### src/rtl/exc_sched_pkg.sv
// Shared constants, types and priority helper for the exception scheduler.
//   Exception codes, CP0 register numbers, FSM state encoding, request bit
//   positions, and exc_select() which picks the single winning request.
package exc_sched_pkg;

  localparam int unsigned XLEN  = 32;
  localparam int unsigned EXC_W = 5;
  localparam int unsigned INT_W = 6;
  localparam int unsigned REQ_W = 8;
  localparam int unsigned REG_W = 5;

  localparam logic [EXC_W-1:0] EXC_INT  = 5'h00;
  localparam logic [EXC_W-1:0] EXC_ADEL = 5'h04;
  localparam logic [EXC_W-1:0] EXC_ADES = 5'h05;
  localparam logic [EXC_W-1:0] EXC_SYS  = 5'h08;
  localparam logic [EXC_W-1:0] EXC_BP   = 5'h09;
  localparam logic [EXC_W-1:0] EXC_RI   = 5'h0a;
  localparam logic [EXC_W-1:0] EXC_OV   = 5'h0c;
  localparam logic [EXC_W-1:0] EXC_NONE = 5'h10;
  localparam logic [EXC_W-1:0] EXC_ERET = 5'h11;

  localparam logic [REG_W-1:0] CP0_COUNT   = 5'd9;
  localparam logic [REG_W-1:0] CP0_COMPARE = 5'd11;

  localparam logic [0:0] ST_IDLE  = 1'b0;
  localparam logic [0:0] ST_DRAIN = 1'b1;

  // Request vector bit positions
  localparam int unsigned REQ_ADEL_IF = 0;
  localparam int unsigned REQ_RI      = 1;
  localparam int unsigned REQ_SYS     = 2;
  localparam int unsigned REQ_BP      = 3;
  localparam int unsigned REQ_OV      = 4;
  localparam int unsigned REQ_ADEL    = 5;
  localparam int unsigned REQ_ADES    = 6;
  localparam int unsigned REQ_ERET    = 7;

  typedef struct packed {
    logic             hit;        // something to dispatch
    logic [EXC_W-1:0] code;
    logic             use_pc;     // bad address comes from the PC
    logic             use_daddr;  // bad address comes from the data address
  } exc_sel_t;

  // Fixed-priority pick: interrupt first, then request bits low to high
  function automatic exc_sel_t exc_select(input logic take_int, input logic [REQ_W-1:0] req);
    exc_sel_t s;
    s = '{hit: 1'b1, code: EXC_NONE, use_pc: 1'b0, use_daddr: 1'b0};
    if (take_int)              s.code = EXC_INT;
    else if (req[REQ_ADEL_IF]) begin s.code = EXC_ADEL; s.use_pc = 1'b1; end
    else if (req[REQ_RI])      s.code = EXC_RI;
    else if (req[REQ_SYS])     s.code = EXC_SYS;
    else if (req[REQ_BP])      s.code = EXC_BP;
    else if (req[REQ_OV])      s.code = EXC_OV;
    else if (req[REQ_ADEL])    begin s.code = EXC_ADEL; s.use_daddr = 1'b1; end
    else if (req[REQ_ADES])    begin s.code = EXC_ADES; s.use_daddr = 1'b1; end
    else if (req[REQ_ERET])    s.code = EXC_ERET;
    else                       s.hit = 1'b0;
    return s;
  endfunction

endpackage

### src/rtl/exc_sched_timer.sv
// CP0 Count/Compare timer.
//   clk, rst      : clock, async active-high reset
//   we/waddr/wdata: snooped CP0 write port (Count = 9, Compare = 11)
//   timer_int     : set on count==compare (compare!=0), cleared by a Compare write
module exc_sched_timer
  import exc_sched_pkg::*;
(
  input  logic             clk,
  input  logic             rst,
  input  logic             we,
  input  logic [REG_W-1:0] waddr,
  input  logic [XLEN-1:0]  wdata,
  output logic             timer_int
);

  logic            phase;
  logic [XLEN-1:0] count;
  logic [XLEN-1:0] compare;

  // Count advances on every second cycle; Compare write acknowledges the interrupt
  always_ff @(posedge clk or posedge rst) begin
    if (rst) begin
      phase     <= 1'b0;
      count     <= '0;
      compare   <= '0;
      timer_int <= 1'b0;
    end else begin
      phase <= ~phase;
      if (we && (waddr == CP0_COUNT)) count <= wdata;
      else if (phase)                 count <= count + XLEN'(1);
      if (we && (waddr == CP0_COMPARE)) begin
        compare   <= wdata;
        timer_int <= 1'b0;
      end else if ((compare != '0) && (count == compare)) begin
        timer_int <= 1'b1;
      end
    end
  end

endmodule

### src/rtl/exc_sched.sv
// Exception/interrupt scheduler between the MEM stage and CP0.
//   Picks one exception or interrupt per eligible cycle by fixed priority and
//   drives exccode/pc/delay-slot/bad-address to CP0 in the same cycle, then
//   holds off for DRAIN_CYC cycles while the pipeline flush drains.
//   Inputs : cpu_clk_50M, cpu_rst (async, active-high), int_i, status_i, stall,
//            mem_valid_i, mem_pc_i, mem_in_delay_i, mem_exc_req_i, mem_daddr_i,
//            cp0_we_i, cp0_waddr_i, cp0_wdata_i
//   Outputs: exccode_o, exc_pc_o, exc_in_delay_o, exc_badaddr_o (combinational
//            dispatch), int_pend_o, busy_o, timer_int_o
//   Macro  : EXC_SCHED_TIMER_EN adds the Count/Compare timer on int_pend_o[5].
module exc_sched
  import exc_sched_pkg::*;
#(
  parameter int unsigned DRAIN_CYC = 3,
  parameter int unsigned STALL_W   = 6
) (
  input  logic               cpu_clk_50M,
  input  logic               cpu_rst,
  input  logic [INT_W-1:0]   int_i,
  input  logic [XLEN-1:0]    status_i,
  input  logic [STALL_W-1:0] stall,
  input  logic               mem_valid_i,
  input  logic [XLEN-1:0]    mem_pc_i,
  input  logic               mem_in_delay_i,
  input  logic [REQ_W-1:0]   mem_exc_req_i,
  input  logic [XLEN-1:0]    mem_daddr_i,
  input  logic               cp0_we_i,
  input  logic [REG_W-1:0]   cp0_waddr_i,
  input  logic [XLEN-1:0]    cp0_wdata_i,
  output logic [EXC_W-1:0]   exccode_o,
  output logic [XLEN-1:0]    exc_pc_o,
  output logic               exc_in_delay_o,
  output logic [XLEN-1:0]    exc_badaddr_o,
  output logic [INT_W-1:0]   int_pend_o,
  output logic               busy_o,
  output logic               timer_int_o
);

  localparam int unsigned CNT_W = 4;

  logic [0:0]       state;
  logic [0:0]       state_next;
  logic [CNT_W-1:0] cnt;
  logic [CNT_W-1:0] cnt_next;
  logic [INT_W-1:0] int_s1;
  logic [INT_W-1:0] int_s2;
  logic             timer_int;
  logic             take_int;
  logic             eligible;
  exc_sel_t         sel;

  // Two-flop synchroniser for the asynchronous interrupt lines
  always_ff @(posedge cpu_clk_50M or posedge cpu_rst) begin
    if (cpu_rst) begin
      int_s1 <= '0;
      int_s2 <= '0;
    end else begin
      int_s1 <= int_i;
      int_s2 <= int_s1;
    end
  end

`ifdef EXC_SCHED_TIMER_EN
  exc_sched_timer u_timer (
    .clk       (cpu_clk_50M),
    .rst       (cpu_rst),
    .we        (cp0_we_i),
    .waddr     (cp0_waddr_i),
    .wdata     (cp0_wdata_i),
    .timer_int (timer_int)
  );
`else
  logic unused_cp0;
  assign unused_cp0 = ^{cp0_we_i, cp0_waddr_i, cp0_wdata_i};
  assign timer_int  = 1'b0;
`endif

  logic unused_bits;
  assign unused_bits = ^{status_i, stall};

  assign int_pend_o  = int_s2 | {timer_int, {(INT_W-1){1'b0}}};
  assign timer_int_o = timer_int;
  assign busy_o      = (state == ST_DRAIN);

  assign take_int = status_i[0] & ~status_i[1] & (|(int_pend_o & status_i[15:10]));
  // Reset is gated in so nothing is dispatched while cpu_rst is held
  assign eligible = ~cpu_rst & mem_valid_i & ~stall[4];
  assign sel      = exc_select(take_int, mem_exc_req_i);

  // State and drain counter
  always_ff @(posedge cpu_clk_50M or posedge cpu_rst) begin
    if (cpu_rst) begin
      state <= ST_IDLE;
      cnt   <= '0;
    end else begin
      state <= state_next;
      cnt   <= cnt_next;
    end
  end

  // Next state and zero-latency dispatch outputs
  always_comb begin
    state_next     = state;
    cnt_next       = cnt;
    exccode_o      = EXC_NONE;
    exc_pc_o       = '0;
    exc_in_delay_o = 1'b0;
    exc_badaddr_o  = '0;
    case (state)
      ST_IDLE: begin
        if (eligible && sel.hit) begin
          exccode_o      = sel.code;
          exc_pc_o       = mem_pc_i;
          exc_in_delay_o = mem_in_delay_i;
          if (sel.use_pc)         exc_badaddr_o = mem_pc_i;
          else if (sel.use_daddr) exc_badaddr_o = mem_daddr_i;
          state_next = ST_DRAIN;
          cnt_next   = CNT_W'(DRAIN_CYC - 1);
        end
      end
      ST_DRAIN: begin
        // Everything presented here belongs to flushed instructions
        if (cnt == '0) state_next = ST_IDLE;
        else           cnt_next   = cnt - CNT_W'(1);
      end
      default: begin
        state_next = ST_IDLE;
        cnt_next   = '0;
      end
    endcase
  end

endmodule

### config.mk
export PLATFORM = sky130hd
export DESIGN_NAME = exc_sched
export DESIGN_NICKNAME = d
export VERILOG_FILES = /design/src/rtl/exc_sched_pkg.sv /design/src/rtl/exc_sched_timer.sv /design/src/rtl/exc_sched.sv
export SDC_FILE = /design/constraint.sdc
export NUM_CORES = 1
export LEC_CHECK = 0
export CORE_AREA = 5 5 89 91
export CTS_CLUSTER_DIAMETER = 80
export DETAILED_ROUTE_END_ITERATION = 10
export DIE_AREA = 0 0 94 96
export GPL_TIMING_DRIVEN = 0
export PLACE_DENSITY = 0.86
export SETUP_SLACK_MARGIN = 0.15
export SLEW_MARGIN = 0
export SYNTH_ARGS = -nofsm -noshare
export SYNTH_HDL_FRONTEND = slang
export SYNTH_HIERARCHICAL = 1
export SYNTH_SLANG_ARGS = --single-unit
export TNS_END_PERCENT = 1
### constraint.sdc
create_clock -name cpu_clk_50M -period 3.8 [get_ports cpu_clk_50M]
set_input_delay 0.57 -clock cpu_clk_50M [delete_from_list [all_inputs] [get_ports cpu_clk_50M]]
set_output_delay 0.57 -clock cpu_clk_50M [all_outputs]
set_load 0.01 [all_outputs]
* After elaboration in Yosys (flattened, before gate mapping)
Cells that the tools add are included.
W data, S select, Z words.
** Word-level totals
- Register bits after elaboration :: 17
- Output and inout bits :: 78
- Bits of input ports :: 158
- Logic and storage cells :: 63
** Operators by class
- Bitwise logic cells :: 9
- Reduce and logical (&&, ||, !) cells :: 4
- Muxes and demuxes :: 43
- Eq/ne operators :: 2
- Add/subtract/negate cells :: 1
** Operators with widths (count)
- $mux W32 :: 6
- $mux W5 :: 10
- $mux W1 :: 22
- $mux W4 :: 2
- $pmux W4 S2 :: 1
- $and A6 B6 Y6 :: 1
- $reduce_or A6 Y1 :: 1
- $and A1 B1 Y1 :: 4
- $logic_not A4 Y1 :: 1
- $ne A2 B2 Y1 const B :: 2
- $not A1 Y1 :: 4
- $sub A4 B1 Y4 const B :: 1
- $mux W2 :: 1
- $pmux W1 S2 :: 1
- $reduce_and A2 Y1 :: 1
- $logic_and A1 B1 Y1 :: 1

* Logic depth before layout (Yosys ltp)
- Depth after elaboration :: 12
- Mapped depth :: 7
- Gate-level depth less buffers :: 6

* Worst setup path after synthesis
OpenSTA, ideal clock, no wires.
- Kind :: input to output
- Start :: in cpu_rst
- End :: out exc_pc_o[10]
- Arrival :: 1827 ps
- Stages :: 5
- Buffers on the path :: 1
- Required time :: 3230 ps
- Path slack :: 1403 ps
- Cell sequence :: or4b_4 > a31oi_4 > a41oi_4 > buf_2 > nor2b_1
** On the way
- Word-level cells in the longest chain between the ends :: 6
** Ends and longest elaborated chain
- start: declaration :: line exc_sched.sv:18 : input logic cpu_rst,
- $not A1 Y1 :: line exc_sched.sv:87 : assign eligible = ~cpu_rst & mem_valid_i & ~stall[4];
- $and A1 B1 Y1 (2 in a row) :: line exc_sched.sv:87
- $logic_and A1 B1 Y1 :: line exc_sched.sv:111 : if (eligible && sel.hit) begin
- $mux W32 :: line exc_sched.sv:111
- $mux W32 :: line exc_sched.sv:109 : case (state)
- end: declaration :: line exc_sched.sv:31 : output logic [XLEN-1:0] exc_pc_o,
No other way between the ends.

* Final worst setup path
- Start :: in cpu_rst
- End :: out exc_pc_o[20]
Same word-level chain as after synthesis.

==> results.yml <==
run_status:
  status: "complete, no violations"
detailed_routing:
  viasPerCell: 4.516
  drt-total-wl_um: 7023
  top_layer: "met4"
  wl_met3_um: 589
  drcViolationCount: 0
  dr.pass1.iters: 4
  antenna_left: 0
  wl_per_cell_um: 15.37
  vias: 2064
  drt-initial-drc-count: 37
  wl_met2_um: 3796
  wl_met1_um: 2572
timing:
  finalSetupViolCount: 0
  timing.final.ws_setup_ps: 278.8
  timing.fmax_mhz: 284.0
  maxSlewHeadroom_pct: 52.10
  final.setup.tns_ps: 0
  hold_viol: 0
  layout_min_cycle_time_ps: 3521
  worst_slew_pin_slew_ps: 713.6
  report.final.slew_viol_count: 0
  fin_worst_skew_ps: 1.163
  period_share_pct: 92.66
  rsz0062_at_grt: "no"
global_routing:
  first_global_vias: 2160
  grtUsageTotal_pct: 14.40
  grt-ovfl-total: 0
  antenna_found_initial: 0
  grt_max_degree: 18
  grt_first_pass_wirelength_um: 10370
clock_network:
  cts_max_path_buffers: 2
  cts_buffers: 3
  htree_levels: 1
  clock_latency_ps: 250
  cts.sinks: 17
  hold_buffers: 0
  cts_tree: "done"
  clock-root-buffer: "clkbuf_8"
  clk_pin_slew_ps: 60
critical_path:
  worst_path_most_repeated_cell: "clkdlybuf4s50_1"
  cp-start-kind: "input pin"
  criticalPathCategory: "input pin to output port"
  critical_path.max_stage_delay_ps: 620
  cp.arrival_ps: 2950
  r2r.worst_path.cells: 6
  crit_buf_inv: 3
  r2r_setup_slack_ps: 1850
  r2r_end: "cnt[3]$_DFFE_PP0P_"
  path_depth: 7
  startpoint: "cpu_rst"
  endpoint_kind: "output port"
  path_max_fanout: 10
  crit_chain: "clkdlybuf4s50_1, or4b_4, a31oi_4, a41oi_4, buf_2, nor2b_1, clkdlybuf4s50_1"
  crit_end: "exc_pc_o[20]"
  reg2reg_from: "busy_o$_DFF_PP0_"
  critPathTopFamily: "buffers and inverters"
  cp_slowest_cell: "or4b_4"
  required_ps: 3230
placement:
  post-dp-hpwl_um: 6126
  place.gp.congestion: 0.7448
  place_area_um2: 3522
  post-place-ws_ps: -100.2
  port_buffers: 167
  dp_cells: 451
synth:
  syn_inst: 185
  syn_avg_cell_area_um2: 9.333
  yosys.area_share.xor_xnor_pct: 0
  async_reset_ff_share_pct: 100.0
  synth_edf_count: 0
  synth_top_family_by_area: "simple AND/OR/NAND/NOR gates"
  seq_area_frac_synth_pct: 24.64
  syn-num-nets: 344
  synth_fa_ha_area_share_pct: 0.7246
  synth-seq-cells: 17
  yosysUniqueCellTypes: 32
  synth-simple-area-share_pct: 43.55
  netlist_area_um2: 1727
  synthMuxAreaShare_pct: 0
  synth_compound_area_share_pct: 21.81
  synth_warnings: 6
  synthFlopType: "dfrtp_1"
finish:
  instances_no_fill: 457
  layout-drive-gt1-share_pct: 15.92
  regArea_um2: 425.4
  multi_input_area_um2: 1157
  n_antenna_cell: 0
  fillCellCount: 654
  num-nets-final: 518
  mostFrequentLayoutCell: "clkdlybuf4s50_1"
  area_delta_synth_final_pct: 108.6
  final_cell_mix: "clkdlybuf4s50_1 (167), a22oi_1 (35), nor2b_1 (33)"
  stdcell_area_um2: 3601
power:
  peakVddDrop_uv: 240.6
  power_density_nw_per_um2: 222.8
  finalPower_mw: 0.8022
  power.leakage_nw: 1.208
min_path:
  min_path_type: "flop to flop"
  min_from: "int_s1[5]$_DFF_PP0_"
die:
  die_h_um: 96
  rows: 31
  fp.coreArea_um2: 7059
  initial_utilization_pct: 24.46
  design.die.area_um2: 9024
  ios: 236
  die_w_um: 94
job:
  drv_cap: 0
-- sequential cells by signal, summed over array words and instances, names as in the netlist --
| signal | flops |
|---|---|
| busy_o | 1 |
| cnt | 4 |
| int_pend_o | 6 |
| int_s1 | 6 |
-- layer usage --
layer / track usage [%] / vias to the layer above
met3: 2.893 / 6
met1: 14.95 / 951
li1: - / 1001
met4: 3.369 / 0
met5: 0 / -
met2: 29.27 / 106
-- worst reg2reg max path, cell delays in order, from the launching register on --
cell	delay, ps
dfrtp_1	390
buf_6	150
or4b_4	540
a31oi_4	210
a41oi_4	100
buf_6	230
a31o_1	210
-- stage by stage --
step	utilization, %	hold WS (ps)
final	51.01	347.7
after global routing	51.01	356.8
after CTS	50.78	349.0
after detailed placement	49.89	334.7
after global placement	49.89	332.2
after floorplan	-	331.2
-- where the power goes --
part / switching [mW] / internal, mW
combinational: 0.193 / 0.245
sequential: 0.0222 / 0.210
clock: 0.0583 / 0.0727
total: 0.274 / 0.528
-- synthesized netlist by cell type, drive strengths merged, types with 2 or more instances --
master / instances / area share [%]
a22oi: 35 / 15
a31o: 2 / 1.0
buf: 9 / 6.4
clkbuf: 7 / 1.5
dfrtp: 17 / 25
inv: 5 / 1.1
nand2: 5 / 1.1
nand2b: 3 / 1.1
nand3: 2 / 0.58
nor2: 43 / 22
nor2b: 33 / 12
nor3: 4 / 1.2
nor4: 4 / 2.3
nor4b: 2 / 1.0
o21ai: 3 / 0.87
-- cell type report --
cell class / instances / share of cell area [%]
plain buffers: 16 / 3.961
clock buffers: 3 / 1.147
clock inverters: 1 / 0.1390
inverters: 5 / 0.5212
multi-input cells: 147 / 32.14
flip-flops and latches: 17 / 11.81
well taps: 99 / 3.440
repair buffers: 169 / 46.84
-- worst min path at each step --
stage                         endpoint  depth (start not counted)  slack, ps
4_1_cts        int_pend_o[5]$_DFF_PP0_                          0        350
3_5_place_dp   int_pend_o[5]$_DFF_PP0_                          0        330
5_1_grt        int_pend_o[0]$_DFF_PP0_                          0        360
6_report       int_pend_o[5]$_DFF_PP0_                          0        350
2_1_floorplan  int_pend_o[0]$_DFF_PP0_                          0        330
3_3_place_gp   int_pend_o[4]$_DFF_PP0_                          0        330
-- timing repair --
item                                    4_1_cts  5_1_grt
pin swaps                                     0        1
endpoints found under the setup margin       50       43
buffers inserted                              0        2
gates resized for setup                       5        2
-- cells by family (layout without fill, tap and decap cells) --
family                   Yosys count  in the layout
AO/OA/AOI/OAI                     46             46
adder cells (fa/ha/maj)            1              1
buffers and inverters             21            194
flip-flops                        17             17
other                              1              1
AND/OR/NAND/NOR                   99             99
(Power assumes the default switching activity.)
